==> src/rtl/hub75_scan_counter_if.sv <==
// HUB75 scan counter bus: control strobes in, line/frame flags and addresses out.
// Latency: n/a (wiring only).
// Backpressure: none; the strobes are levels/edges sampled every cycle.
// Ports (signals):
//   addColumns, rstColumns, addRow : control FSM -> counter
//   compColumns, compRows          : counter -> control FSM
//   o_row_addr, o_col, o_fb_addr   : counter -> panel / framebuffer
//   o_frame_start                  : counter -> frame sync consumers
interface hub75_scan_counter_if #(
    parameter int COL_W = 7,
    parameter int ROW_W = 4
);
    logic                     addColumns;
    logic                     rstColumns;
    logic                     addRow;
    logic                     compColumns;
    logic                     compRows;
    logic [ROW_W-1:0]         o_row_addr;
    logic [COL_W-1:0]         o_col;
    logic [ROW_W+COL_W-2:0]   o_fb_addr;
    logic                     o_frame_start;

    // Control FSM side
    modport master (
        output addColumns, rstColumns, addRow,
        input  compColumns, compRows, o_row_addr, o_col, o_fb_addr, o_frame_start
    );

    // Counter side
    modport slave (
        input  addColumns, rstColumns, addRow,
        output compColumns, compRows, o_row_addr, o_col, o_fb_addr, o_frame_start
    );
endinterface

==> src/rtl/hub75_scan_counter.sv <==
// HUB75 column/row scan counter driving panel row address and framebuffer address.
// Latency: counters update 1 cycle after a strobe is sampled; fb address has no extra delay.
// Backpressure: none; column count saturates at COLS until cleared.
// Ports:
//   i_clk  : clock, rising edge
//   i_rst  : synchronous active-high reset
//   bus    : slave modport of hub75_scan_counter_if (strobes in, flags/addresses out)
module hub75_scan_counter #(
    parameter int COLS      = 64,
    parameter int SCAN_ROWS = 16,
    parameter int COL_W     = 7,
    parameter int ROW_W     = 4
) (
    input  logic                 i_clk,
    input  logic                 i_rst,
    hub75_scan_counter_if.slave  bus
);
    localparam logic [COL_W-1:0] COLS_C   = COL_W'(COLS);
    localparam logic [ROW_W-1:0] ROW_LAST = ROW_W'(SCAN_ROWS - 1);

    logic [COL_W-1:0] col_q, col_d;
    logic [ROW_W-1:0] row_q, row_d;
    logic             add_row_q;
    logic             comp_rows_q, comp_rows_d;
    logic             frame_start_q, frame_start_d;
    logic             row_rise;
    logic             row_wrap;

    always_comb begin
        col_d         = col_q;
        row_d         = row_q;
        comp_rows_d   = comp_rows_q;
        frame_start_d = 1'b0;

        // Clear beats increment; increment stops at COLS (no wrap).
        if (bus.rstColumns) begin
            col_d = '0;
        end else if (bus.addColumns && (col_q < COLS_C)) begin
            col_d = col_q + COL_W'(1);
        end

        // A held addRow level advances the row only once.
        row_rise = bus.addRow & ~add_row_q;
        row_wrap = row_rise && (row_q == ROW_LAST);

        if (row_rise) begin
            row_d = row_wrap ? '0 : row_q + ROW_W'(1);
            // Sticky frame-complete flag: set by the wrap, dropped by the next
            // ordinary advance, so it stays up across the whole line-0 period.
            comp_rows_d = row_wrap;
        end
        frame_start_d = row_wrap;
    end

    always_ff @(posedge i_clk) begin
        if (i_rst) begin
            col_q         <= '0;
            row_q         <= '0;
            add_row_q     <= 1'b0;
            comp_rows_q   <= 1'b0;
            frame_start_q <= 1'b0;
        end else begin
            col_q         <= col_d;
            row_q         <= row_d;
            add_row_q     <= bus.addRow;
            comp_rows_q   <= comp_rows_d;
            frame_start_q <= frame_start_d;
        end
    end

    assign bus.compColumns   = (col_q == COLS_C);
    assign bus.compRows      = comp_rows_q;
    assign bus.o_row_addr    = row_q;
    assign bus.o_col         = col_q;
    // At col == COLS the low bits alias to column 0; never consumed there.
    assign bus.o_fb_addr     = {row_q, col_q[COL_W-2:0]};
    assign bus.o_frame_start = frame_start_q;
endmodule

==> src/flat_wrapper.sv <==
// flat-port wrapper written by rule: the top's interface ports become plain ports
module hub75_scan_counter_flat 
#(
    parameter int COLS      = 64,
    parameter int SCAN_ROWS = 16,
    parameter int COL_W     = 7,
    parameter int ROW_W     = 4
)
  (i_clk, i_rst, bus_addColumns, bus_rstColumns, bus_addRow, bus_compColumns, bus_compRows, bus_o_row_addr, bus_o_col, bus_o_fb_addr, bus_o_frame_start);
  hub75_scan_counter_if #(.COL_W(COL_W), .ROW_W(ROW_W)) bus_i ();
  input  logic i_clk;
  input  logic i_rst;
  input wire logic [$bits(bus_i.addColumns)-1:0] bus_addColumns;
  input wire logic [$bits(bus_i.rstColumns)-1:0] bus_rstColumns;
  input wire logic [$bits(bus_i.addRow)-1:0] bus_addRow;
  output wire logic [$bits(bus_i.compColumns)-1:0] bus_compColumns;
  output wire logic [$bits(bus_i.compRows)-1:0] bus_compRows;
  output wire logic [$bits(bus_i.o_row_addr)-1:0] bus_o_row_addr;
  output wire logic [$bits(bus_i.o_col)-1:0] bus_o_col;
  output wire logic [$bits(bus_i.o_fb_addr)-1:0] bus_o_fb_addr;
  output wire logic [$bits(bus_i.o_frame_start)-1:0] bus_o_frame_start;
  assign bus_i.addColumns = bus_addColumns;
  assign bus_i.rstColumns = bus_rstColumns;
  assign bus_i.addRow = bus_addRow;
  assign bus_compColumns = bus_i.compColumns;
  assign bus_compRows = bus_i.compRows;
  assign bus_o_row_addr = bus_i.o_row_addr;
  assign bus_o_col = bus_i.o_col;
  assign bus_o_fb_addr = bus_i.o_fb_addr;
  assign bus_o_frame_start = bus_i.o_frame_start;
  hub75_scan_counter #(.COLS(COLS), .SCAN_ROWS(SCAN_ROWS), .COL_W(COL_W), .ROW_W(ROW_W)) u_core (.i_clk(i_clk), .i_rst(i_rst), .bus(bus_i));
endmodule
==> config.mk <==
export PLATFORM = sky130hd
export DESIGN_NAME = hub75_scan_counter_flat
export DESIGN_NICKNAME = d
export VERILOG_FILES = /design/src/rtl/hub75_scan_counter_if.sv /design/src/rtl/hub75_scan_counter.sv /design/src/flat_wrapper.sv
export SDC_FILE = /design/constraint.sdc
export NUM_CORES = 1
export LEC_CHECK = 0
export ABC_AREA = 1
export CORE_MARGIN = 5
export CORE_UTILIZATION = 45
export DETAILED_ROUTE_END_ITERATION = 8
export HOLD_SLACK_MARGIN = 0.06
export PLACE_DENSITY = 0.9
export REMOVE_ABC_BUFFERS = 1
export SETUP_SLACK_MARGIN = 0.2
export SYNTH_ARGS = -nofsm -noshare
export SYNTH_HDL_FRONTEND = slang
export SYNTH_SLANG_ARGS = --single-unit
==> constraint.sdc <==
create_clock -name i_clk -period 1.65 [get_ports i_clk]
set_input_delay 0.2475 -clock i_clk [delete_from_list [all_inputs] [get_ports i_clk]]
set_output_delay 0.2475 -clock i_clk [all_outputs]
set_load 0.01 [all_outputs]
==> results.md <==
* Worst setup path category: flop to output port
* TritonCTS clock tree: done
* Slew Viols, Final at 0
* Worst Path Max Fanout at 5
* Worst-skew pair later-pin latency at 280 ps
* Pwr/cell area at 656 nW/um^2
* Startpoint Class: flop
* Worst min-delay path category: flop to flop
* Post-route cell area at 1050 um^2
* Initial DRC Count at 5
* Clk sink count at 14
* Final non-filler cell total at 140
* Worst path top cell family by delay: flip-flops
* Number of synthesized flops with an enable pin at 0
* Ys flop type: dfxtp_1
* Via/cell ratio at 5.01
* RSZ-0062 raised after global routing: yes
* Clock slew at reported path FFs at 90 ps
* Initial antenna violation count at 0
* Max-cap violation count at 0
* Crit path capture type: output port
* Wire length per cell at 11.6 um
* Setup TNS at 0 ps
* Min Tclk post-route at 1450 ps
* Placed insts at 133
* CP Cell Sequence: inv_4 > ha_4 > nand4_1 > nor3_1 > buf_2
* Hold Vio Cnt, Final at 0
* Max-Slew Margin vs Limit at 87.6%
* Place WS at 59.1 ps
* RR Startpoint: u_core.bus.o_col[0]
* First-pass GRT wire length at 2840 um
* Synth-to-Final Area Change at 40.6%
* DRC Markers at 0
* Fin crit share at 87.7%
* Die area at 2570 um^2
* Vias in the first global route at 687
* Util after Layout at 68.0%
* Synthesized area at 746 um^2
* Area after DPL at 986 um^2
* ANT nets after route at 0
* Register bit total from synthesis at 14
* Status: completed
* Grt ovf at 0
* Number of diodes at 0
* Start point of the critical path: u_core.bus.o_col[1]
* CTS Buf Count at 3
* Die width at 50.7 um
* # hold bufs at CTS at 0
* PortBufs at 28
* YS warnings at 0
* Core ar. at 1540 um^2
* Via count at 702
* Total Wirelength at 1630 um
* Die height at 50.7 um
* Layout cells sized above 1 at 26.6%
* Final Skew at 3.92 ps
* Leak at 0.542 nW
* DP HPWL at 1270 um
* Max H-tree Level at 1
* Row cnt at 14
* I/O pins at 29
* Initial Util at 48.4%
* Cell variety after synth at 22
* Worst-Margin Slew at 186 ps
* VDD IR-drop max at 0.404 mV
* WP data required at 1400 ps
* CP max stage cell: dfxtp_4
* Final Net Count at 133
* Worst path max stage delay at 370 ps
* Fmax at 691 MHz
* Largest net degree at the start of global routing at 9
* GP Congestion at 0.825
* Avg Inst Size Synth at 7.69 um^2
* Worst Slack Setup Final at 202 ps
* Post-Syn Instances at 97
* HP Start: u_core.bus.compRows
* Worst EP arrival at 1200 ps
* CTS Root Cell: clkbuf_4
* Total global-route track usage at 14.1%
* Sequential area share after synthesis at 37.6%
* Longest Clk Path Bufs at 2
* Synth async-reset ratio at 0%
* Setup Viol. Count Final at 0
* Drt pass-1 iters at 4
* Worst path bufs/invs at 2
==> kinds of logic after synthesis <==
group	share of synthesized area (%)
DFF	37.6
buffers and inverters	17.6
and+or+nand+nor	30.0
AOI/OAI and AO/OA	9.73
adders and majority gates	5.03
==> through the flow <==
step           power [mW]  hold slack [ps]
5_1_grt             0.730              517
3_5_place_dp        0.451              476
6_report            0.688              486
4_1_cts             0.691              489
2_1_floorplan       0.399              310
3_3_place_gp        0.447              464
==> layout by cell type, fill, tap and decap left out, drive strengths merged, types with 2 or more instances in the layout <==
cell type,count
dlygate4sd2,20
nor2,16
nand2,15
inv,15
dfxtp,14
a21oi,6
buf,6
o21ai,5
clkdlybuf4s50,5
nand3,5
clkbuf,4
nor3,3
ha,3
dlymetal6s2s,2
==> flip-flops by register name, summed over array words and instances (netlist names) <==
register                  cells
u_core.add_row_q              1
u_core.bus.compRows           1
u_core.bus.o_col              7
u_core.bus.o_frame_start      1
u_core.bus.o_row_addr         4
==> worst reg2reg max path, stage by stage, from the launching register on <==
cell	delay, ps
dfxtp_1	350
buf_4	130
ha_1	220
nand3_2	120
o21ai_0	160
nor2_1	70
==> routing by layer <==
metal	track usage (%)	share of wire [%]
met1	14.7	40
met2	23.6	48
met3	5.33	9.3
met4	8.51	2.5
met5	0	0
==> final cells by class <==
| type | count | area, um^2 |
|---|---|---|
| multi-input cells | 58 | 347 |
| repair buffers | 33 | 293 |
| fillers | 149 | 493 |
| inverters | 15 | 58.8 |
| clock buffers | 4 | 36.3 |
| flip-flops and latches | 14 | 294 |
| well taps | 16 | 20.0 |
==> cell usage after synthesis, types with 2 or more instances <==
cell type,count,area (um^2)
nand3_2,2,20.0
o21ai_0,5,25.0
dfxtp_1,14,280
nor3_1,2,10.0
a21oi_1,5,25.0
ha_1,3,37.5
nor2_1,12,45.0
nand3_1,3,15.0
nor2_4,2,22.5
nand2_1,13,48.8
buf_4,10,75.1
inv_1,14,52.6
nor2_2,2,12.5
nand2_2,2,12.5
==> final timing paths <==
kind	end	slack (ps)	cells past startpoint
worst min register to register	u_core.bus.compRows	490	2
worst max-delay path	bus_compColumns	200	5
worst max register to register	u_core.bus.o_col[4]	510	5
worst min-delay path	u_core.bus.compRows	490	2
==> where the power goes <==
part / total (mW) / internal (mW) / switching [mW]
clock network: 0.248 / 0.134 / 0.113
registers: 0.353 / 0.345 / 0.00833
logic: 0.0863 / 0.0419 / 0.0445
==> what timing repair did <==
action                                  CTS  global route
endpoints found under the hold margin     0             0
endpoints found under the setup margin   22             3
gates resized for setup                  33             8
pin swaps                                 0             2
setup buffers                             0             3
Power figures use the tool's default switching activity.
